File: config.mk
export PLATFORM = sky130hd
export DESIGN_NAME = pwm_fader
export DESIGN_NICKNAME = d
export VERILOG_FILES = /design/src/rtl/pwm_fader.sv
export SDC_FILE = /design/constraint.sdc
export NUM_CORES = 1
export LEC_CHECK = 0
export BUFFER_PORTS_ARGS = -buffer_cell sky130_fd_sc_hd__buf_2
export CORE_ASPECT_RATIO = 0.75
export CORE_MARGIN = 2
export CORE_UTILIZATION = 60
export DETAILED_ROUTE_END_ITERATION = 8
export GPL_ROUTABILITY_DRIVEN = 0
export PLACE_DENSITY = 0.92
export SLEW_MARGIN = 20
export SYNTH_ARGS = -nofsm -noshare
export SYNTH_HDL_FRONTEND = slang
export SYNTH_SLANG_ARGS = --single-unit
File: constraint.sdc
create_clock -name clk -period 4.3 [get_ports clk]
set_clock_uncertainty 0.1 [all_clocks]
set_input_delay 1.075 -clock clk [delete_from_list [all_inputs] [get_ports clk]]
set_output_delay 1.075 -clock clk [all_outputs]
set_load 0.02 [all_outputs]
File: src/rtl/pwm_fader.sv
// Purpose : sequences per-channel PWM duty values, ramping each toward a host-written target.
// Latency : writes land on the accepting edge; ramps move one LSB per channel per step period.
// Backpres: wr_ready drops for the CHANNELS-cycle scan; a held wr_valid is taken on the first idle cycle.
//
// Ports
//   clk, rst_n             single clock, asynchronous active-low reset
//   wr_valid/wr_ready      host write handshake (wr_chan, wr_target, wr_snap qualify it)
//   duty                   packed registered duty, channel i at [i*LENGTH +: LENGTH]
//   at_target              per-channel duty == target
//   busy                   high while the scan walks the channels
module pwm_fader #(
    parameter int LENGTH   = 8,
    parameter int CHANNELS = 4,
    parameter int STEP_DIV = 1024
) (
    input  logic                         clk,
    input  logic                         rst_n,
    input  logic                         wr_valid,
    output logic                         wr_ready,
    input  logic [$clog2(CHANNELS)-1:0]  wr_chan,
    input  logic [LENGTH-1:0]            wr_target,
    input  logic                         wr_snap,
    output logic [CHANNELS*LENGTH-1:0]   duty,
    output logic [CHANNELS-1:0]          at_target,
    output logic                         busy
);

    localparam int IDX_W = $clog2(CHANNELS);
    // STEP_DIV >= CHANNELS+2 >= 4, so the prescaler is always at least 2 bits wide.
    localparam int PRE_W = $clog2(STEP_DIV);

    localparam logic [PRE_W-1:0] PRE_MAX  = PRE_W'(STEP_DIV - 1);
    localparam logic [IDX_W-1:0] LAST_IDX = IDX_W'(CHANNELS - 1);

    typedef enum logic {
        ST_IDLE = 1'b0,
        ST_SCAN = 1'b1
    } state_t;

    // ------------------------------------------------------------------
    // State
    // ------------------------------------------------------------------
    logic [PRE_W-1:0]  presc_q,    presc_d;
    state_t            state_q,    state_d;
    logic [IDX_W-1:0]  scan_idx_q, scan_idx_d;
    logic [LENGTH-1:0] target_q [CHANNELS];
    logic [LENGTH-1:0] target_d [CHANNELS];
    logic [LENGTH-1:0] duty_q   [CHANNELS];
    logic [LENGTH-1:0] duty_d   [CHANNELS];

    logic step_tick;
    logic wr_fire;
    logic scan_upd;

    // ------------------------------------------------------------------
    // Prescaler: free-running, independent of the FSM, so the step period
    // never stretches when writes or scans are in progress.
    // ------------------------------------------------------------------
    always_comb begin
        step_tick = (presc_q == PRE_MAX);
        presc_d   = step_tick ? '0 : presc_q + PRE_W'(1);
    end

    // Writes are only taken while idle, so a write and a scan update can
    // never touch the same registers on the same edge.
    assign wr_fire  = wr_valid && (state_q == ST_IDLE);
    assign scan_upd = (state_q == ST_SCAN);

    // ------------------------------------------------------------------
    // Scan sequencer
    // ------------------------------------------------------------------
    always_comb begin
        state_d    = state_q;
        scan_idx_d = scan_idx_q;
        case (state_q)
            ST_IDLE: begin
                if (step_tick) begin
                    state_d    = ST_SCAN;
                    scan_idx_d = '0;
                end
            end
            ST_SCAN: begin
                if (scan_idx_q == LAST_IDX) begin
                    state_d    = ST_IDLE;
                    scan_idx_d = '0;
                end else begin
                    scan_idx_d = scan_idx_q + IDX_W'(1);
                end
            end
            default: begin
                state_d    = ST_IDLE;
                scan_idx_d = '0;
            end
        endcase
    end

    // ------------------------------------------------------------------
    // Per-channel target / duty next-state.
    // A write that coincides with the tick lands before the scan starts,
    // so the scan naturally sees the new target (and snapped duty).
    // The saturating compare means the ramp can never wrap.
    // ------------------------------------------------------------------
    always_comb begin
        for (int i = 0; i < CHANNELS; i++) begin
            target_d[i] = target_q[i];
            duty_d[i]   = duty_q[i];
            if (wr_fire && (wr_chan == IDX_W'(i))) begin
                target_d[i] = wr_target;
                if (wr_snap) begin
                    duty_d[i] = wr_target;
                end
            end else if (scan_upd && (scan_idx_q == IDX_W'(i))) begin
                if (duty_q[i] < target_q[i]) begin
                    duty_d[i] = duty_q[i] + LENGTH'(1);
                end else if (duty_q[i] > target_q[i]) begin
                    duty_d[i] = duty_q[i] - LENGTH'(1);
                end
            end
        end
    end

    // ------------------------------------------------------------------
    // All state in one register block; reset clears everything at once,
    // including an in-flight scan.
    // ------------------------------------------------------------------
    always_ff @(posedge clk or negedge rst_n) begin
        if (!rst_n) begin
            presc_q    <= '0;
            state_q    <= ST_IDLE;
            scan_idx_q <= '0;
            for (int i = 0; i < CHANNELS; i++) begin
                target_q[i] <= '0;
                duty_q[i]   <= '0;
            end
        end else begin
            presc_q    <= presc_d;
            state_q    <= state_d;
            scan_idx_q <= scan_idx_d;
            for (int i = 0; i < CHANNELS; i++) begin
                target_q[i] <= target_d[i];
                duty_q[i]   <= duty_d[i];
            end
        end
    end

    // ------------------------------------------------------------------
    // Outputs: duty straight from flops; at_target is a plain compare.
    // ------------------------------------------------------------------
    for (genvar g = 0; g < CHANNELS; g++) begin : g_out
        assign duty[g*LENGTH +: LENGTH] = duty_q[g];
        assign at_target[g]             = (duty_q[g] == target_q[g]);
    end

    assign wr_ready = (state_q == ST_IDLE);
    assign busy     = (state_q == ST_SCAN);

endmodule

==> impl_metrics.env <==
export IMPL_grt_antenna_before_repair=0
export IMPL_critical_path_required_ns=4.42
export IMPL_n_fill_cell=633
export IMPL_cell_taking_the_most_area_after_synthesis="dfrtp_1"
export IMPL_synth_edff_count=0
export IMPL_globalRouteTotalUtil=0.283
export IMPL_ys_types=60
export IMPL_syn_inst=572
export IMPL_fin_cells=734
export IMPL_critPathSlowestCell="dfrtp_1"
export IMPL_worst_r2r_startpoint="duty[17]$_DFFE_PN0P_"
export IMPL_die_w_um=113
export IMPL_grt_remaining_overflow=0
export IMPL_netlist_area_mm2=0.00532
export IMPL_drt_met1_wl_um=5640
export IMPL_detail_route_wl_per_cell_um=17.7
export IMPL_clk_transition_reported_paths_ns=0.06
export IMPL_synth_area_top_cells="dfrtp_1 (36%), ha_1 (15%), nand2_1 (5.1%), o21ai_0 (4.1%), inv_1 (3.6%)"
export IMPL_worstMarginPinSlew_ns=0.958
export IMPL_layout_cell_area_non_filler_mm2=0.00594
export IMPL_post_cts_resized=0
export IMPL_grt_setup_unrepaired="no"
export IMPL_drv_max_cap_violation_count=0
export IMPL_grt_pass1_wl_um=21700
export IMPL_grt_max_degree=78
export IMPL_r2r_end="duty[23]$_DFFE_PN0P_"
export IMPL_via_count=4508
export IMPL_type_of_destination_of_the_critical_path="register"
export IMPL_cts_sinks=77
export IMPL_cellLeakagePower_nw=2.87
export IMPL_placedCellCount=718
export IMPL_numCtsBuffers=9
export IMPL_initial_core_utilization=0.623
export IMPL_fin_setup_tns_ns=0
export IMPL_crit_fanout=8
export IMPL_postSynth_asyncResetShare=1.00
export IMPL_dp_hpwl_um=9220
export IMPL_synth_nets=655
export IMPL_period_minus_slack_ns=3.67
export IMPL_relSlewSlack=0.361
export IMPL_ctsHtreeMaxLevel=3
export IMPL_r2r_slack_ns=0.63
export IMPL_rows=29
export IMPL_total_inserted_antenna_cells=0
export IMPL_portBuffers=51
export IMPL_path_delay_family="compound AO/OA/AOI/OAI gates"
export IMPL_yosys_most_used_dff="dfrtp_1"
export IMPL_outcome="completed"
export IMPL_ctsLongestPathBuffers=2
export IMPL_floorplan_die_area_mm2=0.00964
export IMPL_startpoint="duty[17]$_DFFE_PN0P_"
export IMPL_crit_path_frequent_cell="ha_1"
export IMPL_worst_setup_path_endpoint="duty[23]$_DFFE_PN0P_"
export IMPL_synth_seq_area_share=0.363
export IMPL_drtPass1Iterations=6
export IMPL_later_pin_clock_latency_in_the_skew_report_ns=0.34
export IMPL_postCtsSetupBuffers=0
export IMPL_pwr_density_cell_mw_per_mm2=830
export IMPL_synthesis_area_per_instance_um2=9.29
export IMPL_slew_limit_fails=0
export IMPL_critPathArrivalTime_ns=3.80
export IMPL_first_global_vias=4494
export IMPL_yosys_warnings=0
export IMPL_timing_setup_critical_path_class="reg2reg"
export IMPL_top_signal_layer_used="met4"
export IMPL_area_growth_synth_to_final_pct=11.7
export IMPL_layout_drive_gt1_share=0.149
export IMPL_final_hold_violation_count=0
export IMPL_critical_path_depth=12
export IMPL_maxClockFrequency_ghz=0.272
export IMPL_postPlaceCellArea_mm2=0.00563
export IMPL_min_delay_path_class="reg2reg"
export IMPL_dr_wl_met2_um=6140
export IMPL_cts_hold_fix_buffers=0
export IMPL_num_nets_final=705
export IMPL_worst_r2r_path_depth=12
export IMPL_report_final_setup_viol=0
export IMPL_met3_length_um=842
export IMPL_route_detailed_vias_per_inst=6.14
export IMPL_detail_route_antenna_nets=0
export IMPL_floorplan_die_height_um=85.5
export IMPL_wl_um=13000
export IMPL_iteration_0_drc_markers=327
export IMPL_core_area_mm2=0.00853
export IMPL_ios=52
export IMPL_tritoncts="done"
export IMPL_peakVddDrop_mv=0.559
export IMPL_netlist_area_leader_share=0.363
export IMPL_final_min_period_over_clock_period=0.854
export IMPL_critical_path_cell_chain="ha_1 -> nor2b_1 -> o211a_1 -> o21ba_2 -> or2_2 -> ha_1 -> a21oi_1 -> o211ai_1 -> o41ai_1 -> nor3_1 -> o2111ai_1 -> or3b_1"
export IMPL_drc=0
export IMPL_cp_buffers_inverters=0
export IMPL_critPathLaunchType="register"
export IMPL_buffer_type_at_the_clock_tree_root="clkbuf_16"
export IMPL_postSynthRegisterBits=77
export IMPL_max_stage_delay_ns=0.45
==> final cells by class <==
cell class	count	area, um2	area share
Sequential cell	77	1930	0.324
Inverter	52	195	0.0329
Clock inverter	4	47.5	0.00801
Tap cell	108	135	0.0228
Multi-Input combinational cell	428	3100	0.522
Clock buffer	11	253	0.0426
Timing Repair Buffer	54	280	0.0472
==> worst register-to-register path, cell delays in order, from the launching register on <==
cell	delay [ns]
dfrtp_1	0.45
ha_1	0.33
nor2b_1	0.14
o211a_1	0.22
o21ba_2	0.22
or2_2	0.37
ha_1	0.31
a21oi_1	0.21
o211ai_1	0.16
o41ai_1	0.37
nor3_1	0.11
o2111ai_1	0.20
or3b_1	0.35
==> logic make-up after synthesis <==
group,share of synthesized area
flops,0.363
buf+inv,0.0539
fa+ha+maj,0.168
simple gates,0.164
xor+xnor,0.0379
compound gates,0.175
mux,0.0388
==> synth_stat cells, types with 2 or more instances <==
cell / count
dfrtp_1: 77
nand2_1: 72
ha_1: 65
inv_1: 51
o21ai_0: 44
nor2_1: 31
a21oi_1: 28
nand3_1: 18
a21o_1: 15
nand4_1: 13
xor2_1: 13
mux2_2: 12
o211ai_1: 10
xnor2_1: 10
a31oi_1: 7
buf_2: 7
mux2i_1: 6
nor3_1: 6
o21a_1: 6
o31ai_1: 6
nand2b_1: 5
and2_1: 4
clkbuf_1: 4
fa_1: 4
nor2b_1: 4
buf_6: 3
nor3b_1: 3
nor4_1: 3
o2111ai_1: 3
o21bai_1: 3
o41a_1: 3
or3b_1: 3
a21oi_2: 2
and4_1: 2
nand3b_1: 2
o21ai_1: 2
or4_1: 2
==> worst min path at each step <==
| stage | cells past startpoint | end | startpoint | slack [ns] |
|---|---|---|---|---|
| 6_report | 1 | presc_q[6]$_DFF_PN0_ | presc_q[6]$_DFF_PN0_ | 0.38 |
| 5_1_grt | 1 | presc_q[0]$_DFF_PN0_ | presc_q[0]$_DFF_PN0_ | 0.41 |
| 4_1_cts | 1 | presc_q[0]$_DFF_PN0_ | presc_q[0]$_DFF_PN0_ | 0.39 |
| 3_5_place_dp | 1 | target_q[16]$_DFFE_PN0P_ | target_q[16]$_DFFE_PN0P_ | 0.38 |
| 3_3_place_gp | 1 | presc_q[6]$_DFF_PN0_ | presc_q[6]$_DFF_PN0_ | 0.36 |
| 2_1_floorplan | 1 | presc_q[6]$_DFF_PN0_ | presc_q[6]$_DFF_PN0_ | 0.35 |
==> per-stage QoR <==
| stage | setup WS (ns) | power [mW] | hold WS (ns) | util |
|---|---|---|---|---|
| 2_1_floorplan | 0.859 | 3.36 | 0.347 | - |
| 3_3_place_gp | 0.783 | 3.85 | 0.362 | 0.660 |
| 3_5_place_dp | 0.670 | 4.05 | 0.376 | 0.660 |
| 4_1_cts | 0.653 | 4.88 | 0.389 | 0.696 |
| 5_1_grt | 0.417 | 5.34 | 0.410 | 0.697 |
| 6_report | 0.628 | 4.93 | 0.383 | 0.697 |
==> routing by layer <==
layer,up-vias,global-route usage
met2,173,0.452
met1,2171,0.371
li1,2124,-
met3,40,0.0693
met4,0,0.123
met5,-,0
==> power breakdown <==
group / internal, mW / switching [mW]
Combinational: 1.28 / 1.74
Clock: 0.476 / 0.297
Sequential: 0.915 / 0.228
==> flip-flops by register name, summed over array words and instances, names as in the netlist <==
signal and cells:
presc_q 10, duty 32, busy 1, target_q 32, scan_idx_q 2
==> cell usage in the layout (no fill, tap or decap), types with 2 or more instances in the layout <==
master     instances
nor3b_1            3
o21ai_1            2
nor3_1             6
o211ai_1          10
o21ai_0           44
nor2b_1            4
nand3_1           18
o41a_1             3
inv_1             51
a21o_1            15
and2_1             4
o21bai_1           3
or3b_1             3
nor2_1            31
o31ai_1            6
a21oi_2            2
nand3b_1           2
buf_4              3
clkbuf_8           2
nand4_1           13
a31oi_1            7
clkinv_2           2
or4_1              2
fa_1               4
dfrtp_1           77
xor2_1            13
o2111ai_1          3
and4_1             2
nor4_1             3
mux2_2            12
xnor2_1           10
a21oi_1           28
nand2_1           72
ha_1              65
clkbuf_16          9
buf_2             50
o21a_1             6
nand2b_1           5
mux2i_1            6
No activity file was read; power rests on OpenSTA's default activity.
